File: src/rtl/demux_32_stream.sv
// demux_32_stream: steers each input word to one of two FIFO-buffered output ports by in_sel.
// Latency: 1 cycle from input accept to outk_valid; no combinational input-to-output path.
// Backpressure: in_ready drops while the FIFO chosen by in_sel is full; each port drains independently.
//
// Ports:
//   clk, rst                      rising-edge clock, synchronous active-high reset
//   in_valid/in_ready/in_sel/in_data   producer stream; in_sel picks port 0 or 1
//   outk_valid/outk_ready/outk_data    consumer stream k; data is zero when empty
//   outk_level                    occupancy of port k FIFO, 0..DEPTH

// Per-port storage: circular buffer with a separate level counter.
// Latency: a pushed word is visible on data/valid the cycle after the push edge.
// Backpressure: pushes are ignored while full (even if popping), pops ignored while empty.
module demux_fifo #(
  parameter int WIDTH = 32,
  parameter int DEPTH = 2,
  parameter int CW    = $clog2(DEPTH) + 1
) (
  input  logic             clk,
  input  logic             rst,
  input  logic             push,
  input  logic [0:WIDTH-1] push_data,
  input  logic             pop,
  output logic             full,
  output logic             valid,
  output logic [0:WIDTH-1] data,
  output logic [CW-1:0]    level
);

  localparam int AW = $clog2(DEPTH);

  logic [0:WIDTH-1] mem [DEPTH];
  logic [AW-1:0]    wr_ptr;
  logic [AW-1:0]    rd_ptr;
  logic             do_push;
  logic             do_pop;

  // Full is judged on the stored level alone, so a pop in the same cycle
  // never opens a slot for the incoming word.
  assign full    = (level == CW'(DEPTH));
  assign valid   = (level != '0);
  assign do_push = push && !full;
  assign do_pop  = pop && valid;

  // Head word is masked to zero when empty so stale storage never leaks out.
  assign data = valid ? mem[rd_ptr] : '0;

  always_ff @(posedge clk) begin
    if (rst) begin
      wr_ptr <= '0;
      rd_ptr <= '0;
      level  <= '0;
    end else begin
      if (do_push) wr_ptr <= wr_ptr + AW'(1);
      if (do_pop)  rd_ptr <= rd_ptr + AW'(1);
      level <= level + CW'(do_push) - CW'(do_pop);
    end
  end

  // Storage needs no reset: contents are only observable through the level.
  always_ff @(posedge clk) begin
    if (do_push) mem[wr_ptr] <= push_data;
  end

endmodule

module demux_32_stream #(
  parameter int WIDTH = 32,
  parameter int DEPTH = 2,
  // Derived from DEPTH; not meant to be overridden.
  parameter int CW    = $clog2(DEPTH) + 1
) (
  input  logic             clk,
  input  logic             rst,
  input  logic             in_valid,
  output logic             in_ready,
  input  logic             in_sel,
  input  logic [0:WIDTH-1] in_data,
  output logic             out0_valid,
  input  logic             out0_ready,
  output logic [0:WIDTH-1] out0_data,
  output logic [CW-1:0]    out0_level,
  output logic             out1_valid,
  input  logic             out1_ready,
  output logic [0:WIDTH-1] out1_data,
  output logic [CW-1:0]    out1_level
);

  logic full0;
  logic full1;
  logic push0;
  logic push1;
  logic pop0;
  logic pop1;

  // Depends only on in_sel and stored state, never on in_valid or the
  // consumer readies, so there is no combinational loop through the handshake.
  assign in_ready = !rst && !(in_sel ? full1 : full0);

  assign push0 = in_valid && in_ready && !in_sel;
  assign push1 = in_valid && in_ready &&  in_sel;
  assign pop0  = out0_valid && out0_ready;
  assign pop1  = out1_valid && out1_ready;

  demux_fifo #(.WIDTH(WIDTH), .DEPTH(DEPTH), .CW(CW)) u_fifo0 (
    .clk       (clk),
    .rst       (rst),
    .push      (push0),
    .push_data (in_data),
    .pop       (pop0),
    .full      (full0),
    .valid     (out0_valid),
    .data      (out0_data),
    .level     (out0_level)
  );

  demux_fifo #(.WIDTH(WIDTH), .DEPTH(DEPTH), .CW(CW)) u_fifo1 (
    .clk       (clk),
    .rst       (rst),
    .push      (push1),
    .push_data (in_data),
    .pop       (pop1),
    .full      (full1),
    .valid     (out1_valid),
    .data      (out1_data),
    .level     (out1_level)
  );

endmodule

File: config.mk
export PLATFORM = sky130hd
export DESIGN_NAME = demux_32_stream
export DESIGN_NICKNAME = d
export VERILOG_FILES = /design/src/rtl/demux_32_stream.sv
export SDC_FILE = /design/constraint.sdc
export NUM_CORES = 1
export LEC_CHECK = 0
export ABC_AREA = 1
export BUFFER_PORTS_ARGS = -buffer_cell sky130_fd_sc_hd__clkbuf_2
export CAP_MARGIN = 20
export CORE_UTILIZATION = 55
export CTS_CLUSTER_DIAMETER = 200
export CTS_CLUSTER_SIZE = 25
export DETAILED_ROUTE_END_ITERATION = 8
export HOLD_SLACK_MARGIN = 0.03
export PLACE_DENSITY = 0.85
export SLEW_MARGIN = 20
export SYNTH_ARGS = -nofsm -noshare
export SYNTH_HDL_FRONTEND = slang
export SYNTH_SLANG_ARGS = --single-unit
File: constraint.sdc
create_clock -name clk -period 9.1 [get_ports clk]
set_input_delay 0.455 -clock clk [delete_from_list [all_inputs] [get_ports clk]]
set_output_delay 0.455 -clock clk [all_outputs]
set_load 0.05 [all_outputs]
# Word level (Yosys, flattened, before mapping)
# Memories as Yosys holds them, arrays and structs flattened. A register that Yosys moved wholly into a read port is not among the register bits.
# Index checks and enable logic that the tools add are counted.
dict set report op_classes {
  addsub 8
  eq_ne 2
  mux 11
  reduce_logical 17
}
# operator count
set ops {}
lappend ops {{$mux 32} 2}
lappend ops {{$logic_and 1x1->1} 10}
lappend ops {{$mux 1} 9}
lappend ops {{$logic_not 1->1} 5}
lappend ops {{$add 1x1->1 const B} 4}
lappend ops {{$add 2x1->2} 2}
lappend ops {{$eq 2x2->1 const B} 2}
lappend ops {{$reduce_bool 2->1} 2}
lappend ops {{$sub 2x1->2} 2}
dict set report totals {
  ff_bits 8
  ramBits 128
  output_inout_bits 71
  wordCells 46
  n_memories 2
}
# memory depth word_bits read_ports rd_clocked_by_memory_dff wr line
set mem_list {}
lappend mem_list {u_fifo0.mem 2 32 1 1 1 32} ;# logic [0:WIDTH-1] mem [DEPTH];
lappend mem_list {u_fifo1.mem 2 32 1 1 1 32}

# Depth between registers and ports, before layout
dict set report depth {
  ltp_word 9
  mapped_depth 10
  ltp_nobuf 10
}

# Hierarchy
# Synthesis repeated with hierarchy kept, for this count alone.
dict set report hier_totals {
  cells_unflattened 435
  hier_area_um2 5791.8
}
# mod instances cells_each area_each_um2 seq_area_each_um2
set modules_own_cells {}
lappend modules_own_cells {demux_fifo 2 210 2864.0 2021.9}
lappend modules_own_cells {demux_32_stream 1 15 63.8 0.0}

# Worst setup path after synthesis
# Ideal clock, no wire load.
dict set report synth_path {
  path_type {flip-flop to flip-flop}
  from {reg u_fifo0.level[0]}
  to {mem u_fifo1.mem[0][0] (netlist name) (enable)}
  arrival_time_ns 4.058
  setup_slack_ns 4.541
  path_stages_with_launch 5
  cell_sequence {dfxtp_1 > inv_2 > nand3_2 > nand3_4 > nor4_1}
}
dict set report synth_via {
  elab_chain_len 9
}
# element line
set synth_lines {}
lappend synth_lines {{start: declaration} 27} ;# output logic [CW-1:0] level
lappend synth_lines {{start signal: assignment} 56} ;# level <= level + CW'(do_push) - CW'(do_pop);
lappend synth_lines {{$eq 2x2->1} 40} ;# assign full = (level == CW'(DEPTH));
lappend synth_lines {{$mux 1} 98} ;# assign in_ready = !rst && !(in_sel ? full1 : full0);
lappend synth_lines {{$logic_not 1->1} 98}
lappend synth_lines {{$logic_and 1x1->1} 98}
lappend synth_lines {{$logic_and 1x1->1 (2 in series)} 101} ;# assign push1 = in_valid && in_ready && in_sel;
lappend synth_lines {{$logic_and 1x1->1} 42} ;# assign do_push = push && !full;
lappend synth_lines {{$mux 1} 62} ;# if (do_push) mem[wr_ptr] <= push_data;
lappend synth_lines {{$mux 1 (implied by the code)} 62}
lappend synth_lines {{end: declaration} 32}
# Every way passes these cells.

==> metrics.yaml <==
worst_hold_path:
  hp-class: "primary input to flop"
  worstHoldStart: "rst"
route:
  wl_per_cell_um: 17.2
  drc: 0
  drt_iter0_markers: 211
  dr.pass1.iters: 4
  vias: 3578
  vias_per_cell: 5.40
  postRouteAntennaNets: 0
  wirelength_um: 11400
logic_synthesis:
  avgSynthCellArea_um2: 12.9
  synth.distinct_cells: 19
  synth_xor_area_share_pct: 0.331
  synthMuxAreaShare_pct: 0
  synth_compound_area_share_pct: 7.20
  synth_top_family_by_area: "simple AND/OR/NAND/NOR gates"
  synthAdderAreaFrac_pct: 0.947
  syn_area_mm2: 0.00529
  synthTopCellsByArea: "edfxtp_1 (73%), nand2_1 (9.4%), a21oi_1 (6.7%)"
  yosys_warnings: 0
  ys_seq_area_share_pct: 76.5
  synth_top_cell_by_area: "edfxtp_1"
  syn_inst: 409
  yosys.area_share.simple_pct: 11.6
  synth_seq_cells: 138
  yosysTopAreaCellShare_pct: 72.7
  synth_nets: 451
grt:
  use_met1_pct: 30.4
  gr-max-usage-layer: "met2"
  gr-usage-met2_pct: 41.8
  grt_max_degree: 34
  grt_pass1_wl_um: 18000
  gr-total-overflow: 0
  met3_usage_pct: 5.99
  grtUsageTotal_pct: 24.6
  antenna_found_initial: 0
  first_global_vias: 3616
critical_path:
  critical_path.cell_chain: "inv_2 > nand2_1 > a21oi_1 > clkbuf_2"
  cp_max_fo: 33
  r2r-start: "u_fifo0.level[1]$_SDFF_PP0_"
  start_kind: "flop"
  worstPathArrival_ps: 2320
  worst-endpoint-required_ps: 8650
  worst_path_max_delay_cell: "dfxtp_2"
  end_kind: "output port"
  slowest_delay_ps: 780
  crit_type: "flop to output port"
sta:
  slew_violations: 0
  fmax_mhz: 361
  setup_viol: 0
  tightestPinTransition_ps: 952
  setup_tns_ps: 0
  period_minus_slack_ps: 2770
  period_share_pct: 30.5
  final_hold_viol_count: 0
  skew_ps: 6.30
  slew-limit-headroom_pct: 36.4
  rsz0062_at_grt: "no"
floorplanning:
  core-area_mm2: 0.00928
  rows: 35
  die_h_um: 100
  die_x_um: 100
  io-pin-count: 109
  fp.dieArea_mm2: 0.0100
  start_util_pct: 56.9
cts:
  cts_hold_buffers: 0
  cts_buffers: 17
  clk_pin_slew_ps: 60
  clockBufferDepth: 2
  clock_latency_ps: 510
  cts.sinks: 138
  cts_tree: "built"
  post_cts_buffers: 0
  root_buffer: "clkbuf_8"
  cts_resized: 0
  htree_levels: 4
status:
  status: "complete, no violations"
place:
  dpl.hpwl_um: 6960
  buffer_ports.inserted: 108
  dp_cells: 630
  gp_congestion: 0.773
run:
  drv_cap: 0
pwr:
  worst_ir_drop_vdd_mv: 0.284
  power.density_mw_per_mm2: 357
  p_leak_nw: 2.59
finish:
  syn2layout_area_growth_pct: 24.0
  fin_nets: 562
  drive_above_1_share_pct: 30.6
  fillCellCount: 649
  diodes: 0
  instances_no_fill: 662
## power by group
part           switching (mW)  internal, mW  total (mW)
logic                   0.712         0.160       0.872
registers              0.0379         0.733       0.770
clock network           0.254         0.444       0.698
total                    1.00          1.34        2.34
## per-stage QoR
| stage | setup WS, ps | cell area [um2] | power (mW) | hold slack, ps | utilization [%] |
|---|---|---|---|---|---|
| finish | 6330 | 6560 | 2.34 | 150 | 70.6 |
| global route | 6150 | 6560 | 2.43 | 148 | 70.6 |
| CTS | 6270 | 6560 | 2.35 | 131 | 70.6 |
| detailed placement | 6780 | 5940 | 1.65 | 448 | 64.0 |
| global placement | 6420 | 5940 | 1.63 | 443 | 64.0 |
| floorplan | 4540 | 5290 | 1.45 | 430 | - |
## cells in the final DEF, fill, tap and decap left out, types with 3 or more instances in the layout
| cell type | instances |
|---|---|
| dfxtp_1 | 9 |
| nand2_1 | 132 |
| nor2_4 | 4 |
| edfxtp_1 | 128 |
| clkinv_4 | 4 |
| ha_1 | 4 |
| inv_2 | 10 |
| inv_1 | 11 |
| o21ai_1 | 3 |
| clkinvlp_4 | 5 |
| clkbuf_2 | 108 |
| clkbuf_16 | 16 |
| buf_4 | 4 |
| a21oi_1 | 71 |
| bufinv_16 | 4 |
| nor2_1 | 5 |
## registers in the layout, summed over array words and instances (netlist names), named ones only
name	cells
u_fifo0.mem	64
u_fifo1.mem	64
u_fifo0.level	2
u_fifo1.level	2
u_fifo0.rd_ptr	1
u_fifo0.wr_ptr	1
u_fifo1.rd_ptr	1
u_fifo1.wr_ptr	1
## Yosys cell counts
cell	n
o21ai_0	2
nor2_1	7
nor3_4	1
nand3_1	1
inv_2	10
nand3_2	2
xnor2_1	2
inv_1	11
nand3_4	1
dfxtp_1	10
nand2_1	132
a21oi_1	71
ha_1	4
nand4_1	1
o21ai_1	3
edfxtp_1	128
nor2_4	2
nor4_1	1
buf_2	20
## final timing paths
check	endpoint	slack [ps]	depth (start not counted)
max	out1_data[29]	6330	4
min	u_fifo1.level[0]$_SDFF_PP0_	150	2
max reg2reg	u_fifo0.level[1]$_SDFF_PP0_	6810	10
min reg2reg	flop	470	1
## critical path, delay by kind of cell, from the launching register on
| kind | cells | cell delay (ps) |
|---|---|---|
| buffers and inverters | 2 | 750 |
| flip-flops | 1 | 780 |
| AO/OA/AOI/OAI | 1 | 90 |
| AND/OR/NAND/NOR | 1 | 170 |
## metal layers
metal	vias up	wire, um
li1	1651	-
met1	1716	4300
met2	191	5970
met3	20	897
met4	0	199
met5	-	0
## logic make-up (layout without fill, tap and decap cells)
kind of cell | after synthesis | after routing
compound gates | 76 | 76
xor+xnor | 2 | 2
fa+ha+maj | 4 | 4
buf+inv | 41 | 165
flops | 138 | 138
simple gates | 148 | 148
## final cells by class
cell class / instances / area (um2) / area share (%)
multi-input combinational: 230 / 1080 / 16.5
clock inverter: 15 / 201 / 3.07
tap: 129 / 161 / 2.46
clock buffer: 17 / 414 / 6.32
sequential: 138 / 4050 / 61.7
inverter: 21 / 78.8 / 1.20
timing repair buffer: 112 / 571 / 8.70
No activity file was read; power rests on OpenSTA's default activity.
